$ cat src/rtl/mult_div_sequencer.sv
// mult_div_sequencer: multi-cycle HI/LO unit for the MIPS execute stage.
// Runs MULT/MULTU over MULT_LATENCY cycles and DIV/DIVU as a 32-step
// restoring divider. Owns the HI/LO registers and services MTHI/MTLO.
// Ports:
//   clk, reset          rising-edge clock, synchronous active-high reset
//   start, op           request strobe and MIPS funct code (sampled when !busy)
//   operand_a/b         rs / rt values
//   busy                operation in flight (hazard logic stalls on it)
//   done, div_by_zero   one-cycle completion pulse; zero-divisor flag with done
//   hi, lo              architectural HI and LO registers
module mult_div_sequencer #(
  parameter int MULT_LATENCY = 4
) (
  input  logic        clk,
  input  logic        reset,
  input  logic        start,
  input  logic [5:0]  op,
  input  logic [31:0] operand_a,
  input  logic [31:0] operand_b,
  output logic        busy,
  output logic        done,
  output logic        div_by_zero,
  output logic [31:0] hi,
  output logic [31:0] lo
);
  localparam logic [5:0] OP_MTHI  = 6'b010001;
  localparam logic [5:0] OP_MTLO  = 6'b010011;
  localparam logic [5:0] OP_MULT  = 6'b011000;
  localparam logic [5:0] OP_MULTU = 6'b011001;
  localparam logic [5:0] OP_DIV   = 6'b011010;
  localparam logic [5:0] OP_DIVU  = 6'b011011;

  // FIX is the division done cycle; it accepts new work just like IDLE.
  typedef enum logic [1:0] {IDLE, MUL, DIV, FIX} state_e;

  state_e      state_q, state_d;
  logic [5:0]  cnt_q, cnt_d;
  logic [31:0] opa_q, opa_d;   // multiplicand
  logic [31:0] opb_q, opb_d;   // multiplier / divisor magnitude
  logic [31:0] quo_q, quo_d;   // dividend shifting out, quotient shifting in
  logic [31:0] rem_q, rem_d;
  logic        msgn_q, msgn_d;  // signed multiply
  logic        qneg_q, qneg_d;
  logic        rneg_q, rneg_d;
  logic        done_q, done_d;
  logic        dbz_q, dbz_d;
  logic [31:0] hi_q, hi_d, lo_q, lo_d;

  logic [32:0] rem_sh, diff;
  logic [31:0] rem_n, quo_n;
  logic        a_neg, b_neg;

  // Sign/zero-extend to 64 bits; the low 64 bits of the product are correct
  // for both signed and unsigned operands.
  function automatic logic [63:0] mul64(input logic [31:0] a, input logic [31:0] b,
                                        input logic sgn);
    logic [63:0] ea, eb;
    ea = {{32{sgn & a[31]}}, a};
    eb = {{32{sgn & b[31]}}, b};
    return ea * eb;
  endfunction

  always_comb begin
    state_d = state_q;
    cnt_d   = cnt_q;
    opa_d   = opa_q;
    opb_d   = opb_q;
    quo_d   = quo_q;
    rem_d   = rem_q;
    msgn_d  = msgn_q;
    qneg_d  = qneg_q;
    rneg_d  = rneg_q;
    done_d  = 1'b0;
    dbz_d   = 1'b0;
    hi_d    = hi_q;
    lo_d    = lo_q;
    a_neg   = 1'b0;
    b_neg   = 1'b0;

    // One restoring step: the 33-bit compare keeps |0x80000000| safe.
    rem_sh = {rem_q, quo_q[31]};
    diff   = rem_sh - {1'b0, opb_q};
    if (!diff[32]) begin
      rem_n = diff[31:0];
      quo_n = {quo_q[30:0], 1'b1};
    end else begin
      rem_n = rem_sh[31:0];
      quo_n = {quo_q[30:0], 1'b0};
    end

    case (state_q)
      IDLE, FIX: begin
        state_d = IDLE;
        if (start) begin
          case (op)
            OP_MTHI: hi_d = operand_a;
            OP_MTLO: lo_d = operand_a;
            OP_MULT, OP_MULTU: begin
              if (MULT_LATENCY == 1) begin
                {hi_d, lo_d} = mul64(operand_a, operand_b, op == OP_MULT);
                done_d       = 1'b1;
              end else begin
                opa_d   = operand_a;
                opb_d   = operand_b;
                msgn_d  = (op == OP_MULT);
                cnt_d   = 6'(MULT_LATENCY - 1);
                state_d = MUL;
              end
            end
            OP_DIV, OP_DIVU: begin
              if (operand_b == 32'd0) begin
                done_d = 1'b1;
                dbz_d  = 1'b1;
              end else begin
                a_neg   = (op == OP_DIV) && operand_a[31];
                b_neg   = (op == OP_DIV) && operand_b[31];
                quo_d   = a_neg ? -operand_a : operand_a;
                opb_d   = b_neg ? -operand_b : operand_b;
                rem_d   = 32'd0;
                qneg_d  = a_neg ^ b_neg;
                rneg_d  = a_neg;
                cnt_d   = 6'd0;
                state_d = DIV;
              end
            end
            default: ;
          endcase
        end
      end
      MUL: begin
        if (cnt_q == 6'd1) begin
          {hi_d, lo_d} = mul64(opa_q, opb_q, msgn_q);
          done_d       = 1'b1;
          state_d      = IDLE;
        end else begin
          cnt_d = cnt_q - 6'd1;
        end
      end
      DIV: begin
        quo_d = quo_n;
        rem_d = rem_n;
        cnt_d = cnt_q + 6'd1;
        // Last step: sign fix-up folds into the commit so results land at T+33.
        if (cnt_q == 6'd31) begin
          lo_d    = qneg_q ? -quo_n : quo_n;
          hi_d    = rneg_q ? -rem_n : rem_n;
          done_d  = 1'b1;
          state_d = FIX;
        end
      end
      default: state_d = IDLE;
    endcase
  end

  always_ff @(posedge clk) begin
    if (reset) begin
      state_q <= IDLE;
      cnt_q   <= '0;
      opa_q   <= '0;
      opb_q   <= '0;
      quo_q   <= '0;
      rem_q   <= '0;
      msgn_q  <= 1'b0;
      qneg_q  <= 1'b0;
      rneg_q  <= 1'b0;
      done_q  <= 1'b0;
      dbz_q   <= 1'b0;
      hi_q    <= '0;
      lo_q    <= '0;
    end else begin
      state_q <= state_d;
      cnt_q   <= cnt_d;
      opa_q   <= opa_d;
      opb_q   <= opb_d;
      quo_q   <= quo_d;
      rem_q   <= rem_d;
      msgn_q  <= msgn_d;
      qneg_q  <= qneg_d;
      rneg_q  <= rneg_d;
      done_q  <= done_d;
      dbz_q   <= dbz_d;
      hi_q    <= hi_d;
      lo_q    <= lo_d;
    end
  end

  assign busy        = (state_q == MUL) || (state_q == DIV);
  assign done        = done_q;
  assign div_by_zero = dbz_q;
  assign hi          = hi_q;
  assign lo          = lo_q;
endmodule

$ cat config.mk
export PLATFORM = sky130hd
export DESIGN_NAME = mult_div_sequencer
export DESIGN_NICKNAME = d
export VERILOG_FILES = /design/src/rtl/mult_div_sequencer.sv
export SDC_FILE = /design/constraint.sdc
export NUM_CORES = 2
export LEC_CHECK = 0
export BUFFER_PORTS_ARGS = -buffer_cell sky130_fd_sc_hd__buf_2
export CAP_MARGIN = 20
export CORE_MARGIN = 5
export CORE_UTILIZATION = 40
export CTS_CLUSTER_SIZE = 8
export DETAILED_ROUTE_END_ITERATION = 12
export GPL_TIMING_DRIVEN = 0
export HOLD_SLACK_MARGIN = 0.02
export SETUP_SLACK_MARGIN = 0.2
export SYNTH_ARGS = -nofsm -noshare
export SYNTH_HDL_FRONTEND = slang
export SYNTH_SLANG_ARGS = --single-unit
$ cat constraint.sdc
create_clock -name clk -period 8.7 [get_ports clk]
set_input_delay 0.87 -clock clk [delete_from_list [all_inputs] [get_ports clk]]
set_output_delay 0.87 -clock clk [all_outputs]
set_load 0.02 [all_outputs]
# Yosys cells after proc, flatten, opt, wreduce, memory -nomap -nowiden
# Cells that the tools add are included.
# word_totals
reg_bits	205
in_bits	73
out_inout_bits	67
word_cells	110
# op_classes
add_sub_neg	7
n_mul	1
n_eq_ne	22
mux	43
bitwise_logic	5
n_reduce_logical	19
# op_table
cell	n
two-way mux 32 bit	20
case mux 32 bit (2 select lines)	3
case mux 32 bit (3 select lines)	2
negator 32 bit	4
multiplier 33 x 33 -> 64 bit	1
== test 6 x 5 -> 1 bit, second input constant	7
subtractor 33 x 32 -> 33 bit	1
logical NOT 32 bit	1
AND reduction 4 bit	6
two-way mux 6 bit	3
case mux 6 bit (3 select lines)	1
inequality test 2 bit, second input constant	6
case mux 6 bit (2 select lines)	1
two-way mux 2 bit	4
OR reduction 2 bit	4
adder 6 x 1 -> 6 bit, second input constant	1
== test 6 x 1 -> 1 bit, second input constant	1
two-way mux 1 bit	6
inequality test 2 x 1 -> 1 bit, second input constant	3
case mux 2 bit (3 select lines)	1
subtractor 6 x 1 -> 6 bit, second input constant	1
== test 2 bit, second input constant	2
case mux 2 bit (2 select lines)	1
nonzero test 2 bit	2
other kinds (12)	15

# Logic depth before layout (Yosys ltp)
# depth
ltp_word	7
ltp_mapped	33
ltp_nobuf	30

# Worst setup path before layout
# No wires, ideal clock.
# synth_timing
path_kind	register to register
startpoint	reg opa_q[31]
endpoint	reg hi_q[28], in the netlist hi[28]
setup_time_ns	0.130
arrival_ns	7.779
t_required_ns	8.570
path_slack_ns	0.790
stages_incl_launch_ff	29
path_buffers	2
synth_period_minus_slack_ns	7.910
cell_sequence	dfxtp_1 clkbuf_1 and2_1 clkbuf_1 nand2_1 inv_1 fa_1 fa_1 fa_1 fa_1 inv_1 fa_1 inv_1 fa_1 inv_1 fa_1 fa_1 inv_1 ha_1 nand3_1 nor4_1 nand2b_1 o211ai_1 a31o_2 a211oi_1 o21ai_0 nor4b_1 o41ai_1 a211oi_1
# synth_between
elab_chain_len	4
# synth_lines
element	line_no	text
start, declared	38	logic [31:0] opa_q, opa_d;
start signal, assigned	173	opa_q <= opa_d;
AND 1 bit	58	ea = {{32{sgn & a[31]}}, a};
multiplier 33 x 33 -> 64 bit (*)	60	return ea * eb;
two-way mux 32 bit (*)	131	if (cnt_q == 6'd1) begin
case mux 32 bit (3 select lines) (*)	91	case (state_q)
end signal, assigned	182	hi_q <= hi_d;
end, declared	47	logic [31:0] hi_q, hi_d, lo_q, lo_d;
# Mark *: on every way between the ends. The rest lies on a longest branch, timed or not. The select of a mux whose other input is x is not followed.
# A chain may end at the register's enable or synchronous reset.

# Worst setup path in the final report
# layout_timing
startpoint	reg opa_q[31]
endpoint	reg hi_q[25], in the netlist hi[25]
# The elaborated chain is that of the path after synthesis.

==> impl_metrics.toml <==
[timing]
drv_slew = 0
fin_crit_sh = 0.966
setup_viol = 0
hold_violations = 0
fin_tns_setup_ns = 0
tightest_slew_ns = 1.29
fmax_mhz = 119
min_period_ns = 8.40
slew-limit-headroom = 0.137
fin_skew_ns = 0.0237
rsz0062_at_grt = "no"
setup_ws_ns = 0.295

[clock_tree]
cts_tree = "done"
numCtsBuffers = 30
clk_pin_slew_ns = 0.06
cts.sinks = 205
htreeDepth = 1
root_buffer = "clkbuf_16"
clk_latency_ns = 0.58
cts_buffer_depth = 3
hold_buffers = 0

[logic_synthesis]
yosys-top-cells-area = "fa_1 (43%), inv_1 (8.6%), dfxtp_1 (7.9%)"
yosys_most_used_dff = "dfxtp_1"
yosysWarnings = 0
synth_top_area_share = 0.433
async_reset_ff_frac = 0
yosysMostFrequentCell = "inv_1"
netlist_area_sq_mm = 0.0520
synth_seq_cells = 205
seq_area_frac_synth = 0.0789
synth_largest_area_cell = "fa_1"
synth_edf_count = 0
avgSynthCellArea_sq_um = 8.46
synthTopCellsByCount = "inv_1 (1193), fa_1 (1126), nand2_1 (1031)"
synth.distinct_cells = 87
syn_nets = 7600
postSynthCellCount = 6148

[die]
start_util = 0.402
core_sq_mm = 0.129
io_pins = 140
die_h_um = 371
rows = 132
die-area_sq_mm = 0.137
fp.dieW_um = 371

[placement]
gp_congestion = 1.06
port-buffer-count = 135
dp.cells = 8038
pre_cts_ws_ns = -2.26
dp_hpwl_um = 183000

[routing]
route.vias.total = 45866
drt-initial-drc-count = 5327
via_per_inst = 5.63
wl_per_cell_um = 26.6
ant_nets = 0
drt_first_pass_iters = 7
totalWireLength_um = 217000
drcViolationCount = 0

[power]
pwr-share-seq = 0.202
sw_frac_of_total = 0.544
share_comb_of_total_power = 0.611
power_leakage_nw = 27.3
p_per_area_mw_per_mm2 = 102
ir_worst_vdd_mv = 0.168
p_clk_frac = 0.187
intPower_mw = 2.72
p_sw_mw = 3.24

[job]
max_cap_viol_count = 0

[cells_and_area]
final_cells = 8143
area_growth_pct = 12.0
nets = 7844
drive_gt1_frac = 0.106
utilization = 0.451

[grt]
grt_max_degree = 15
grt_pass1_vias = 45890
grtUsageTotal = 0.312
grt.overflow.total = 0
grt_pass1_wl_um = 313000
antenna_found_initial = 13

[worst_setup_path]
cpMostUsedCell = "fa_1"
critPathLaunchType = "register"
reg2reg_slack_ns = 0.30
crit_path_max_incr_delay_ns = 0.65
critical_path_arrival_ns = 8.84
endpoint_kind = "register"
critPathRequiredTime_ns = 9.14
crit_fanout = 8
crit_path_top_delay_cell = "fa_2"
crit_type = "register to register"

[status]
status = "complete, no violations"

[min_path]
hp-class = "register to register"
stage by stage:
| step | power (mW) | cell area [sq um] | hold WS [ns] |
|---|---|---|---|
| after global placement | 4.57 | 54900 | 0.443 |
| after detailed placement | 4.57 | 55100 | 0.447 |
| after global routing | 6.07 | 58300 | 0.478 |
| final | 5.96 | 58300 | 0.457 |
| after CTS | 5.72 | 57400 | 0.455 |
| after floorplan | 3.15 | 52000 | 0.448 |
logic make-up after synthesis:
| family | Yosys count | share of synthesized area |
|---|---|---|
| simple gates | 1963 | 0.172 |
| buf+inv | 1582 | 0.114 |
| fa+ha+maj | 1379 | 0.494 |
| compound gates | 783 | 0.0994 |
| xor+xnor | 208 | 0.0350 |
| flops | 205 | 0.0789 |
| mux | 28 | 0.00582 |
worst max-delay path: cells and delay by family, from the launching register on:
kind,cells,cell delay (ns)
and+or+nand+nor,3,0.59
AOI/OAI and AO/OA,9,1.74
xor gates and xnor gates,1,0.17
adders and majority gates,9,4.63
buffers and inverters,8,0.83
DFF,1,0.30
area by class of cell:
class | instances | area, sq um
Inverter | 1195 | 4500
Clock inverter | 2 | 35.0
Timing Repair Buffer | 212 | 1440
Multi-Input combinational cell | 4361 | 42500
Antenna cell | 5 | 12.5
Fill cell | 12784 | 71000
Clock buffer | 34 | 797
Buffer | 387 | 2650
Tap cell | 1742 | 2180
Sequential cell | 205 | 4170
worst paths after layout:
path	end	cells after the start	start
worst max-delay path	hi[25]	30	opa_q[31]
worst min-delay path	hi[14]	2	hi[14]
worst max register to register	hi[25]	30	opa_q[31]
worst min register to register	hi[14]	2	hi[14]
power groups by stage:
stage / Clock (mW) / Sequential (mW) / Combinational, mW
after floorplan: 0 / 1.31 / 1.85
after global placement: 0 / 1.22 / 3.35
after detailed placement: 0 / 1.22 / 3.35
after CTS: 1.11 / 1.20 / 3.41
after global routing: 1.15 / 1.21 / 3.71
final: 1.11 / 1.21 / 3.64
repair_timing:
action	in CTS	in global routing
pin swaps	27	39
endpoints found under the setup margin	44	29
endpoints found under the hold margin	0	0
buffers inserted	17	45
resized for setup	476	268
state kept, by name, indices dropped and copies added, names as in the netlist:
name and cells:
cnt_q 6, div_by_zero 1, done 1, hi 32
lo 32, msgn_q 1, opa_q 32, opb_q 32
qneg_q 1, quo_q 32, rem_q 32, rneg_q 1
state_q 2
layout by cell type, fill, tap and decap left out, drive strengths merged, types with 25 or more instances in the layout:
| cell type | n |
|---|---|
| o41ai | 25 |
| a221oi | 34 |
| nor2 | 269 |
| nand2 | 1031 |
| nand3 | 69 |
| fa | 1126 |
| inv | 1190 |
| dfxtp | 205 |
| o31ai | 36 |
| ha | 253 |
| a211oi | 61 |
| a21oi | 266 |
| nor3 | 58 |
| and2 | 356 |
| clkbuf | 328 |
| a21o | 45 |
| o21ai | 140 |
| xnor2 | 122 |
| and3 | 29 |
| xor2 | 86 |
| buf | 305 |
routing by layer:
layer  GRT usage  routed length, um  vias to the layer above
li1            -                  -                    19293
met1       0.424              85500                    23262
met2       0.464              91600                     2718
met3      0.0700              24600                      593
met4       0.164              14900                        0
met5           0                  0                        -
(Power assumes the default switching activity.)
